## src/rtl/axis_packet_arbiter.sv

```systemverilog
// axis_packet_arbiter: packet-granular round-robin AXI-stream arbiter.
// One registered output stage; optional beat watchdog truncates long packets.
// Ports:
//   clk, rst            clock, synchronous active-low reset
//   s_axis_*            PORTS packed input streams, per-port s_axis_tready
//   m_axis_*            registered output stream, m_axis_tid = source port
//   grant               one-hot current grant, zero while arbitrating
//   wdog_err            one-cycle pulse when a packet was truncated
module axis_packet_arbiter #(
   parameter int PORTS       = 4,
   parameter int TDATA_WIDTH = 8,
   parameter int STRB_WIDTH  = (TDATA_WIDTH + 7) / 8,
   parameter int ID_WIDTH    = (PORTS > 1) ? $clog2(PORTS) : 1,
   parameter int MAX_BEATS   = 0
) (
   input  logic                         clk,
   input  logic                         rst,
   input  logic [PORTS*TDATA_WIDTH-1:0] s_axis_tdata,
   input  logic [PORTS*STRB_WIDTH-1:0]  s_axis_tstrb,
   input  logic [PORTS-1:0]             s_axis_tvalid,
   output logic [PORTS-1:0]             s_axis_tready,
   input  logic [PORTS-1:0]             s_axis_tlast,
   input  logic [PORTS-1:0]             s_axis_tfirst,
   output logic [TDATA_WIDTH-1:0]       m_axis_tdata,
   output logic [STRB_WIDTH-1:0]        m_axis_tstrb,
   output logic                         m_axis_tvalid,
   input  logic                         m_axis_tready,
   output logic                         m_axis_tlast,
   output logic                         m_axis_tfirst,
   output logic [ID_WIDTH-1:0]          m_axis_tid,
   output logic [PORTS-1:0]             grant,
   output logic                         wdog_err
);

   localparam int CNT_W = 16;

   typedef enum logic {ST_IDLE, ST_LOCKED} state_t;

   state_t                 r_state, w_state_nxt;
   logic [PORTS-1:0]       r_grant, w_grant_nxt;
   logic [ID_WIDTH-1:0]    r_gidx, w_gidx_nxt;
   logic [ID_WIDTH-1:0]    r_last, w_last_nxt;
   logic [CNT_W-1:0]       r_beat_cnt, w_beat_cnt_nxt;

   logic [TDATA_WIDTH-1:0] r_tdata;
   logic [STRB_WIDTH-1:0]  r_tstrb;
   logic                   r_tvalid;
   logic                   r_tlast;
   logic                   r_tfirst;
   logic [ID_WIDTH-1:0]    r_tid;
   logic                   r_wdog_err;

   logic                   w_out_free;
   logic                   w_xfer;
   logic                   w_wdog_hit;
   logic                   w_release;
   logic                   w_sel_valid;
   logic                   w_sel_last;
   logic                   w_sel_first;
   logic [TDATA_WIDTH-1:0] w_sel_data;
   logic [STRB_WIDTH-1:0]  w_sel_strb;
   logic [2*PORTS-1:0]     w_req_dbl;
   logic [PORTS-1:0]       w_req_rot;
   logic                   w_win_found;
   logic [ID_WIDTH-1:0]    w_win_idx;

   // Rotate requests so bit 0 is the port right after the last winner;
   // the lowest set bit of the rotated vector is then the fair choice.
   always_comb begin
      w_req_dbl   = {s_axis_tvalid, s_axis_tvalid} >> (32'(r_last) + 32'd1);
      w_req_rot   = w_req_dbl[PORTS-1:0];
      w_win_found = 1'b0;
      w_win_idx   = '0;
      for (int j = PORTS - 1; j >= 0; j--) begin
         if (w_req_rot[j]) begin
            w_win_found = 1'b1;
            w_win_idx   = ID_WIDTH'((int'(r_last) + 1 + j) % PORTS);
         end
      end
   end

   always_comb begin
      w_sel_valid = 1'b0;
      w_sel_last  = 1'b0;
      w_sel_first = 1'b0;
      w_sel_data  = '0;
      w_sel_strb  = '0;
      for (int i = 0; i < PORTS; i++) begin
         if (r_gidx == ID_WIDTH'(i)) begin
            w_sel_valid = s_axis_tvalid[i];
            w_sel_last  = s_axis_tlast[i];
            w_sel_first = s_axis_tfirst[i];
            w_sel_data  = s_axis_tdata[i*TDATA_WIDTH +: TDATA_WIDTH];
            w_sel_strb  = s_axis_tstrb[i*STRB_WIDTH +: STRB_WIDTH];
         end
      end
   end

   assign w_out_free = !r_tvalid || m_axis_tready;
   assign w_xfer     = (r_state == ST_LOCKED) && w_out_free && w_sel_valid;
   assign w_wdog_hit = (MAX_BEATS != 0)
                    && (r_beat_cnt == CNT_W'(MAX_BEATS - 1))
                    && !w_sel_last;
   assign w_release  = w_xfer && (w_sel_last || w_wdog_hit);

   // r_grant is all-zero in IDLE, so no ready is offered while arbitrating.
   assign s_axis_tready = r_grant & {PORTS{w_out_free}};

   always_comb begin
      w_state_nxt    = r_state;
      w_grant_nxt    = r_grant;
      w_gidx_nxt     = r_gidx;
      w_last_nxt     = r_last;
      w_beat_cnt_nxt = r_beat_cnt;
      unique case (r_state)
         ST_IDLE: begin
            if (w_win_found) begin
               w_state_nxt = ST_LOCKED;
               w_grant_nxt = PORTS'(1) << w_win_idx;
               w_gidx_nxt  = w_win_idx;
            end
         end
         ST_LOCKED: begin
            if (w_xfer) begin
               w_beat_cnt_nxt = r_beat_cnt + 1'b1;
            end
            if (w_release) begin
               w_state_nxt    = ST_IDLE;
               w_grant_nxt    = '0;
               w_last_nxt     = r_gidx;
               w_beat_cnt_nxt = '0;
            end
         end
         default: w_state_nxt = ST_IDLE;
      endcase
   end

   always_ff @(posedge clk) begin
      if (!rst) begin
         r_state    <= ST_IDLE;
         r_grant    <= '0;
         r_gidx     <= '0;
         r_last     <= ID_WIDTH'(PORTS - 1);
         r_beat_cnt <= '0;
         r_tdata    <= '0;
         r_tstrb    <= '0;
         r_tvalid   <= 1'b0;
         r_tlast    <= 1'b0;
         r_tfirst   <= 1'b0;
         r_tid      <= '0;
         r_wdog_err <= 1'b0;
      end else begin
         r_state    <= w_state_nxt;
         r_grant    <= w_grant_nxt;
         r_gidx     <= w_gidx_nxt;
         r_last     <= w_last_nxt;
         r_beat_cnt <= w_beat_cnt_nxt;
         r_wdog_err <= w_xfer && w_wdog_hit;
         if (w_xfer) begin
            r_tdata  <= w_sel_data;
            r_tstrb  <= w_sel_strb;
            r_tfirst <= w_sel_first;
            r_tlast  <= w_sel_last || w_wdog_hit;
            r_tid    <= r_gidx;
            r_tvalid <= 1'b1;
         end else if (m_axis_tready) begin
            r_tvalid <= 1'b0;
         end
      end
   end

   assign m_axis_tdata  = r_tdata;
   assign m_axis_tstrb  = r_tstrb;
   assign m_axis_tvalid = r_tvalid;
   assign m_axis_tlast  = r_tlast;
   assign m_axis_tfirst = r_tfirst;
   assign m_axis_tid    = r_tid;
   assign grant         = r_grant;
   assign wdog_err      = r_wdog_err;

endmodule

```

## config.mk

```make
export PLATFORM = sky130hd
export DESIGN_NAME = axis_packet_arbiter
export DESIGN_NICKNAME = d
export VERILOG_FILES = /design/src/rtl/axis_packet_arbiter.sv
export SDC_FILE = /design/constraint.sdc
export NUM_CORES = 1
export LEC_CHECK = 0
export BUFFER_PORTS_ARGS = -buffer_cell sky130_fd_sc_hd__buf_2
export CAP_MARGIN = 20
export CORE_MARGIN = 1.5
export CORE_UTILIZATION = 47
export DETAILED_ROUTE_END_ITERATION = 8
export GPL_TIMING_DRIVEN = 0
export PLACE_DENSITY = 0.84
export SKIP_LAST_GASP = 1
export SLEW_MARGIN = 20
export SYNTH_ARGS = -nofsm -noshare
export SYNTH_HDL_FRONTEND = slang
export SYNTH_SLANG_ARGS = --single-unit
export TNS_END_PERCENT = 100
```

## constraint.sdc

```tcl
create_clock -name clk -period 2.9 [get_ports clk]
set_clock_uncertainty 0.2 [all_clocks]
set_input_delay 0.29 -clock clk [delete_from_list [all_inputs] [get_ports clk]]
set_output_delay 0.29 -clock clk [all_outputs]
set_load 0.03 [all_outputs]
```

# Yosys cells after proc, flatten, opt, wreduce, memory -nomap -nowiden
# Index checks and enable logic that the tools add are counted.
[word_totals]
regBits = 23
inputBits = 51
[classes]
addsub = 5
eq_ne = 5
shift = 2
muxes = 36
n_bitwise = 2
reduce_logical = 10
[op_table]
columns = ["operator", "count"]
rows = [
  ["8-bit 2-to-1 mux", 4],
  ["1-bit 2-to-1 mux", 24],
  ["2-bit 2-to-1 mux", 4],
  ["4-bit 2-to-1 mux", 2],
  ["4-bit case mux with 2 select lines", 1],
  ["8-bit by 3-bit right shift with 4-bit output", 1],
  ["2-bit AND reduction", 3],
  ["2-bit by 1-bit adder with 2-bit output (second input constant)", 2],
  ["2-bit adder (second input constant)", 2],
  ["4-bit AND", 1],
  ["2-bit == test (second input constant)", 2],
  ["1-bit by 2-bit left shift with 4-bit output (first input constant)", 1],
  ["2-bit by 1-bit adder with 3-bit output (second input constant)", 1],
  ["1-bit logical AND", 3],
  ["2-bit by 1-bit == test with 1-bit output (second input constant)", 1],
  ["2-bit logical NOT", 1],
  ["2-bit by 1-bit inequality test with 1-bit output (second input constant)", 1],
  ["2-bit inequality test (second input constant)", 1],
  ["1-bit case mux with 2 select lines", 1],
  ["2-bit nonzero test", 1],
  ["1-bit logical NOT", 1],
  ["1-bit logical OR", 1],
  ["1-bit NOT", 1],
]

# Longest topological paths before layout
# Gate-level depths: netlist of run 1.
[depth]
depth_word = 9
depth_mapped = 7
mapped_depth_nobuf = 4

# Worst setup path before layout of run 1
# OpenSTA, ideal clock, no wires.
[synth_path]
path_type = "reg2reg"
from = "register r_tvalid (netlist: m_axis_tvalid)"
to = "register r_last[1]"
setup_time_ns = 0.072
t_arrival_ns = 1.605
required_time_ns = 2.628
setup_slack_ns = 1.023
stages_incl_launch_ff = 6
n_path_buf = 1
path_cell_list = "dfxtp_1 > nor2b_1 > or4_1 > buf_2 > a21boi_4 > mux2i_1"
[synth_via]
elab_chain_cells = 6
[synth_rtl]
columns = ["item", "line_no", "source"]
rows = [
  ["start, declared", "47", "logic r_tvalid;"],
  ["start signal, assigned", "147", "r_tvalid <= 1'b0;"],
  ["start signal, assigned", "165", "r_tvalid <= 1'b1;"],
  ["start signal, assigned", "167", "r_tvalid <= 1'b0;"],
  ["1-bit logical NOT", "99", "assign w_out_free = !r_tvalid || m_axis_tready;"],
  ["1-bit logical OR", "99", ""],
  ["1-bit logical AND (2 in series)", "100", "assign w_xfer = (r_state == ST_LOCKED) && w_out_free && w_sel_valid;"],
  ["1-bit logical AND", "104", "assign w_release = w_xfer && (w_sel_last || w_wdog_hit);"],
  ["2-bit AND reduction (no source line)", "-", ""],
  ["end signal, assigned", "143", "r_last <= ID_WIDTH'(PORTS - 1);"],
  ["end signal, assigned", "156", "r_last <= w_last_nxt;"],
  ["end, declared", "42", "logic [ID_WIDTH-1:0] r_last, w_last_nxt;"],
]
# Every way passes these cells.
# A chain may end at the register's enable or synchronous reset.

# Worst setup path after layout of run 1
[layout_path]
from = "register r_gidx[1]"
to = "register r_tdata[1] (netlist: m_axis_tdata[1])"
[layout_via]
elab_chain_cells = 6
[layout_rtl]
columns = ["item", "line_no", "source"]
rows = [
  ["start, declared", "41", "logic [ID_WIDTH-1:0] r_gidx, w_gidx_nxt;"],
  ["start signal, assigned", "155", "r_gidx <= w_gidx_nxt;"],
  ["2-bit logical NOT", "89", "if (r_gidx == ID_WIDTH'(i)) begin"],
  ["1-bit 2-to-1 mux (4 in series)", "89", ""],
  ["1-bit logical AND", "100", ""],
  ["end signal, assigned", "160", "r_tdata <= w_sel_data;"],
  ["end, declared", "45", "logic [TDATA_WIDTH-1:0] r_tdata;"],
]
# Several ways; a longest one is shown, not always the timed one.

==> results by group, run 1 <==
Global routing
  – Largest net degree at the start of global routing: 14
  – GR Overflow Total: 0
  – Antenna violations before repair: 0
  – GRT Overall Usage: 0.209
  – First-pass GRT wire length: 5450 µm
  – Vias in the first global route: 1265

Worst hold path
  – HP Start: rst
  – Hold Path Class: input port to flop

Final layout
  – Filler cells: 241
  – Most frequent cells in the layout: buf_2, dfxtp_1, nand3_1
  – Diodes inserted: 0
  – # nets final: 270
  – Layout cells sized above 1: 0.436
  – Area of the multi-input gates: 795 µm²
  – Storage element area: 460 µm²
  – Core Util, Final: 0.642
  – Area grow syn2layout: 31.6%
  – Commonest non-fill, non-tap cell in the layout: buf_2

Die
  – Die height: 56.2 µm
  – Chip width: 56.2 µm
  – Initial core utilization: 0.487
  – Die area: 0.00316 mm²
  – Core box area: 0.00273 mm²
  – I/O pin cnt: 74
  – Rows: 19

Worst setup path
  – Origin of the critical flop-to-flop path: r_gidx[1]
  – CP Capture Type: flop
  – RR Endpoint: m_axis_tdata[1]
  – R2R Setup Slk: 870 ps
  – Critical Path Start: r_gidx[1]
  – Type of the worst setup path: flop to flop
  – Worst Path Arrival: 2030 ps
  – Crit path to: m_axis_tdata[1]
  – Worst R2R Path Depth: 5
  – Critical path launch point type: flop
  – CP max FO: 10
  – Req. time, crit path: 2900 ps

Logic synthesis
  – Top-area cell type share of the netlist area: 0.346
  – Ys flop type: dfxtp_1
  – Ys async rst share: 0
  – Distinct cells, synth: 37
  – Post-synth EDFFs: 0
  – Net Count, Synth: 194
  – Post-synthesis cell count: 143
  – Synthesized flop and latch total: 23
  – Mean post-synth cell area: 9.32 µm²
  – Register area share after synthesis: 0.346
  – Dominant cells by area after synthesis: dfxtp_1, mux4_2, nand3_1
  – Yosys warns: 0
  – Dominant cell type by area after synthesis: dfxtp_1
  – Syn Std Cell Area: 0.00133 mm²

Clock tree
  – CTS tree: yes
  – Clk sinks: 23
  – Clock root cell: clkbuf_4
  – Post-CTS Setup Bufs: 0
  – Post_cts resized: 0
  – Clock transition at the registers of the reported paths: 130 ps
  – Clk buf depth: 2
  – Cts bufs inserted: 3
  – Hold_buf cts: 0
  – Worst-Skew Late Latency: 310 ps
  – H-Tree Depth: 1

STA
  – Final setup viols: 0
  – Rel. slew slack: 0.632
  – Least-Margin Pin Slew: 552 ps
  – RSZ-0062 raised after global routing: false
  – Fmax: 492 MHz
  – Fin. max-slew vios: 0
  – Final Hold Vio Count: 0
  – Ratio of final minimum period to clock period: 0.701
  – Final worst setup slack: 868 ps
  – Minimum clock period: 2030 ps
  – Setup TNS: 0 ps

Run
  – Max-Cap Viols: 0

Pwr
  – Pwr Density: 519 mW/mm²
  – Leakage Power: 0.000775 µW
  – Worst vdd ir: 0.000367 V

Run status
  – Status: finished clean

Detailed routing
  – Iteration-0 DRC count of the detailed router: 39
  – Detailed-route via count: 1417
  – Routed WL per cell: 13.3 µm
  – Via/cell ratio: 5.69
  – DRT Pass-1 Iters: 5
  – Drt total wl: 3300 µm
  – DRC violations left: 0
  – Post-route antenna net violation count: 0

Placement
  – Dpl ws: 855 ps
  – Post-detail-place hpwl: 2600 µm
  – # port buffers: 71
  – Routability cong.: 0.925
## worst min path at each step
stage / end / slack, ps / cells after the start
2_1_floorplan: r_last[0] / 270 / 2
3_3_place_gp: m_axis_tdata[1] / 250 / 2
3_5_place_dp: m_axis_tdata[5] / 260 / 2
4_1_cts: r_last[0] / 160 / 2
5_1_grt: r_last[0] / 190 / 2
6_report: r_last[0] / 150 / 2
## cell type report
type                    instances  area share
clock inverters                 1     0.00285
plain buffers                  13      0.0378
flip-flops and latches         23       0.262
well taps                      31      0.0221
multi-input cells             104       0.453
inverters                       3     0.00642
clock buffers                   3      0.0128
repair buffers                 71       0.203
## cell usage after synthesis, types with 2 or more instances
master and number:
a21o_1 2, a21oi_1 14, a31oi_1 2, and2_1 5
buf_2 5, clkbuf_1 5, dfxtp_1 23, mux2i_1 3
mux4_2 10, nand2_1 4, nand2b_1 5, nand3_1 16
nor2_1 5, nor3_1 2, o211ai_1 3, o21ai_0 14
o22ai_1 5
## worst max-delay path, cell delays in order (launching register included)
cell and delay [ps]:
dfxtp_1 330, clkbuf_1 320, buf_1 490, mux4_2 380, o21ai_0 100, a21oi_1 100
## stage by stage
| stage | area, µm² | hold WS [ps] | std cells | power [µW] |
|---|---|---|---|---|
| finish | 1750 | 152 | 249 | 910 |
| global route | 1750 | 190 | 249 | 960 |
| CTS | 1750 | 160 | 249 | 911 |
| detailed placement | 1730 | 257 | 245 | 768 |
| global placement | 1730 | 248 | 245 | 760 |
| floorplan | 1330 | 271 | 143 | 658 |
## registers in the layout (all words and copies together) (netlist names)
name           cells
m_axis_tfirst      1
r_last             2
r_state            1
m_axis_tstrb       1
m_axis_tvalid      1
m_axis_tid         2
grant              4
m_axis_tlast       1
r_gidx             2
m_axis_tdata       8
## cell families after synthesis
| kind of cell | count (synthesis) | synth area share |
|---|---|---|
| multiplexers | 14 | 0.211 |
| flip-flops | 23 | 0.346 |
| AO/OA/AOI/OAI | 46 | 0.213 |
| AND/OR/NAND/NOR | 43 | 0.169 |
| other | 1 | 0.00281 |
| buffers and inverters | 16 | 0.0582 |
## metal layers
| metal | up-vias | routed length, µm | global-route usage |
|---|---|---|---|
| met4 | 0 | 16 | 0.0408 |
| li1 | 691 | - | - |
| met2 | 64 | 1600 | 0.358 |
| met1 | 660 | 1420 | 0.273 |
| met5 | - | 0 | 0 |
| met3 | 2 | 271 | 0.0442 |
## where the power goes
group	switching [µW]	internal [µW]	total, µW
combinational	217	163	380
clock	98.8	51.6	150
sequential	24.1	356	380
total	340	570	910
Power figures use the tool's default switching activity.
==> inputs of run 2 (changes only) <==
--- a/config.mk
+++ b/config.mk
@@ -5,13 +5,14 @@
 export SDC_FILE = /design/constraint.sdc
 export NUM_CORES = 1
 export LEC_CHECK = 0
+export ABC_AREA = 1
 export BUFFER_PORTS_ARGS = -buffer_cell sky130_fd_sc_hd__buf_2
 export CAP_MARGIN = 20
 export CORE_MARGIN = 1.5
-export CORE_UTILIZATION = 47
+export CORE_UTILIZATION = 46
 export DETAILED_ROUTE_END_ITERATION = 8
 export GPL_TIMING_DRIVEN = 0
-export PLACE_DENSITY = 0.84
+export PLACE_DENSITY = 0.8
 export SKIP_LAST_GASP = 1
 export SLEW_MARGIN = 20
 export SYNTH_ARGS = -nofsm -noshare
==> constraint.sdc (replaced) <==
create_clock -name clk -period 2 [get_ports clk]
set_clock_uncertainty 0.2 [all_clocks]
set_input_delay 0.2 -clock clk [delete_from_list [all_inputs] [get_ports clk]]
set_output_delay 0.2 -clock clk [all_outputs]
set_load 0.03 [all_outputs]
==> run 2 against run 1 <==
Effect of this change: total power increased by 89%; largest cell class unchanged; global-route usage increased by 1.8 points; core utilization decreased by 0.44 points; routed wire length increased by 22%; register-to-register slack got worse by 640 ps; clock power increased by 43%; critical endpoint is now s_axis_tready[3]; setup slack got worse by 780 ps; via count increased by 24%; synthesized cell count increased by 59%; sequential cell count unchanged.
==> results by group, run 2 <==
Detailed routing
  – Post-route antenna net violation count: 0
  – Via/cell ratio: 5.04
  – DRT Pass-1 Iters: 4
  – Routed WL per cell: 11.5 µm
  – Drt total wl: 4010 µm
  – DRC violations left: 0
  – Iteration-0 DRC count of the detailed router: 129
  – Detailed-route via count: 1763

Logic synthesis
  – Synthesized flop and latch total: 23
  – Post-synth EDFFs: 0
  – Top-area cell type share of the netlist area: 0.310
  – Commonest cells post-synth: nand2_1, nand3_1, a21oi_1, dfxtp_1, inv_1
  – Mean post-synth cell area: 6.51 µm²
  – Post-synthesis cell count: 228
  – Register area share after synthesis: 0.310
  – Yosys warns: 0
  – Dominant cells by area after synthesis: dfxtp_1, nand2_1, nand3_1
  – Net Count, Synth: 279
  – Ys async rst share: 0
  – Dominant cell type by area after synthesis: dfxtp_1
  – Ys flop type: dfxtp_1
  – Syn Std Cell Area: 0.00148 mm²
  – Distinct cells, synth: 26
  – Count leader, synth: nand2_1

Placement
  – Post-detail-place hpwl: 3140 µm
  – Post-Place Cells: 344
  – Placement Cell Area: 0.00190 mm²
  – # port buffers: 72
  – Routability cong.: 0.841

Die
  – Chip width: 59.8 µm
  – Die area: 0.00358 mm²
  – I/O pin cnt: 74
  – Die height: 59.8 µm
  – Core box area: 0.00305 mm²
  – Initial core utilization: 0.486
  – Rows: 20

Pwr
  – Sw Pwr: 790 µW
  – Internal power: 927 µW
  – Reg power frac: 0.341
  – Total power: 1720 µW
  – Leakage Power: 0.00105 µW
  – Clock share of power: 0.125
  – Comb pwr share: 0.533
  – Sw Ratio: 0.460
  – Pwr Density: 883 mW/mm²
  – Worst vdd ir: 0.000680 V

Global routing
  – Global routing's busiest layer: met2
  – Antenna violations before repair: 0
  – Largest net degree at the start of global routing: 13
  – First-pass GRT wire length: 6340 µm
  – Met3 Track Usage GR: 0.0433
  – GRT Overall Usage: 0.227
  – Met1 Track Usage GR: 0.245
  – Vias in the first global route: 1626
  – Met2 Usage GRT: 0.447
  – GR Overflow Total: 0

Worst setup path
  – Critical Path Most Common Cell: buf_2
  – Crit-path cells: dlygate4sd3_1 > buf_2 > or2_2 > inv_1 > nor2_1 > buf_2
  – Worst path top cell family by delay: buffers and inverters
  – CP Capture Type: output pin
  – CP max FO: 4
  – Largest stage delay on the critical path: 540 ps
  – Worst Path Arrival: 1520 ps
  – Req. time, crit path: 1600 ps
  – CP Buf/Inv Count: 4
  – Type of the worst setup path: input port to output pin
  – Slowest CP cell: dlygate4sd3_1
  – Critical path launch point type: input port

Final layout
  – Non-filler cells, final: 350
  – Filler cells: 316
  – # nets final: 358
  – Diodes inserted: 0
  – Commonest non-fill, non-tap cell in the layout: buf_2
  – Area grow syn2layout: 31.1%
  – Layout cells sized above 1: 0.330
  – Design Area, Final: 0.00195 mm²
  – Largest register FFs: 8
  – Most frequent cells in the layout: buf_2, nand2_1, nand3_1

STA
  – Setup TNS: 0 ps
  – Least-Margin Pin Slew: 636 ps
  – Final Hold Vio Count: 0
  – Minimum clock period: 1920 ps
  – RSZ-0062 raised after global routing: false
  – Fin. max-slew vios: 0
  – Fmax: 522 MHz
  – WHS: 49.3 ps
  – Rel. slew slack: 0.576
  – Ratio of final minimum period to clock period: 0.958
  – Final setup viols: 0

Clock tree
  – Worst-Skew Late Latency: 310 ps
  – Clk sinks: 23
  – Cts bufs inserted: 3
  – Clk buf depth: 2
  – Post_cts resized: 0
  – Post-CTS Setup Bufs: 0
  – Clock root cell: clkbuf_4
  – CTS tree: yes
  – Clock transition at the registers of the reported paths: 120 ps
  – H-Tree Depth: 1

Run status
  – Status: finished clean

Run
  – Max-Cap Viols: 0

Worst hold path
  – Hold Path Class: input port to flop
==> run 2: what timing repair did <==
item,4_1_cts,5_1_grt
hold buffers,2,0
hold endpoints to repair,4,0
endpoints found under the setup margin,0,0
==> run 2: cells by family (layout without fill, tap and decap cells) <==
group	Yosys count	count (layout)	share of synthesized area
buf+inv	39	117	0.120
simple gates	120	120	0.350
compound gates	45	45	0.218
flops	23	23	0.310
other cells	1	1	0.00253
==> run 2: worst min-delay path, stage by stage <==
cell and delay (ps):
buf_2 100, a21oi_1 150, a211oi_2 80
==> run 2: routing by layer <==
metal  up-vias  part of all wire
li1        908                 -
met1       796              0.42
met2        55              0.51
met3         4             0.065
met4         0            0.0042
met5         -                 0
==> run 2: final timing paths <==
| check | start | to | slack, ps | cells past startpoint |
|---|---|---|---|---|
| max | m_axis_tready | s_axis_tready[3] | 80 | 6 |
| min | s_axis_tdata[29] | m_axis_tdata[5] | 50 | 3 |
| max reg2reg | r_last[0] | r_gidx[1] | 230 | 9 |
| min reg2reg | m_axis_tlast | m_axis_tlast | 280 | 2 |
==> run 2: stage by stage <==
step | worst slack (ps) | util
after global routing | 19.4 | 0.637
final | 84.4 | 0.637
after CTS | 74.9 | 0.637
after global placement | 257 | 0.622
after detailed placement | 250 | 0.622
after floorplan | 309 | -
==> run 2: final cells by class <==
type / instances / area, µm² / area share
multi-input combinational: 166 / 846 / 0.435
sequential: 23 / 460 / 0.237
timing repair buffer: 74 / 380 / 0.195
inverter: 27 / 106 / 0.0547
buffer: 12 / 71.3 / 0.0367
tap: 44 / 55.1 / 0.0283
clock buffer: 4 / 26.3 / 0.0135
==> run 2: power by group through the flow <==
stage	sequential (µW)	clock (µW)	combinational, µW
floorplan	716	0	554
global placement	596	0	901
detailed placement	596	0	916
CTS	586	218	922
global route	596	237	1010
finish	586	215	916
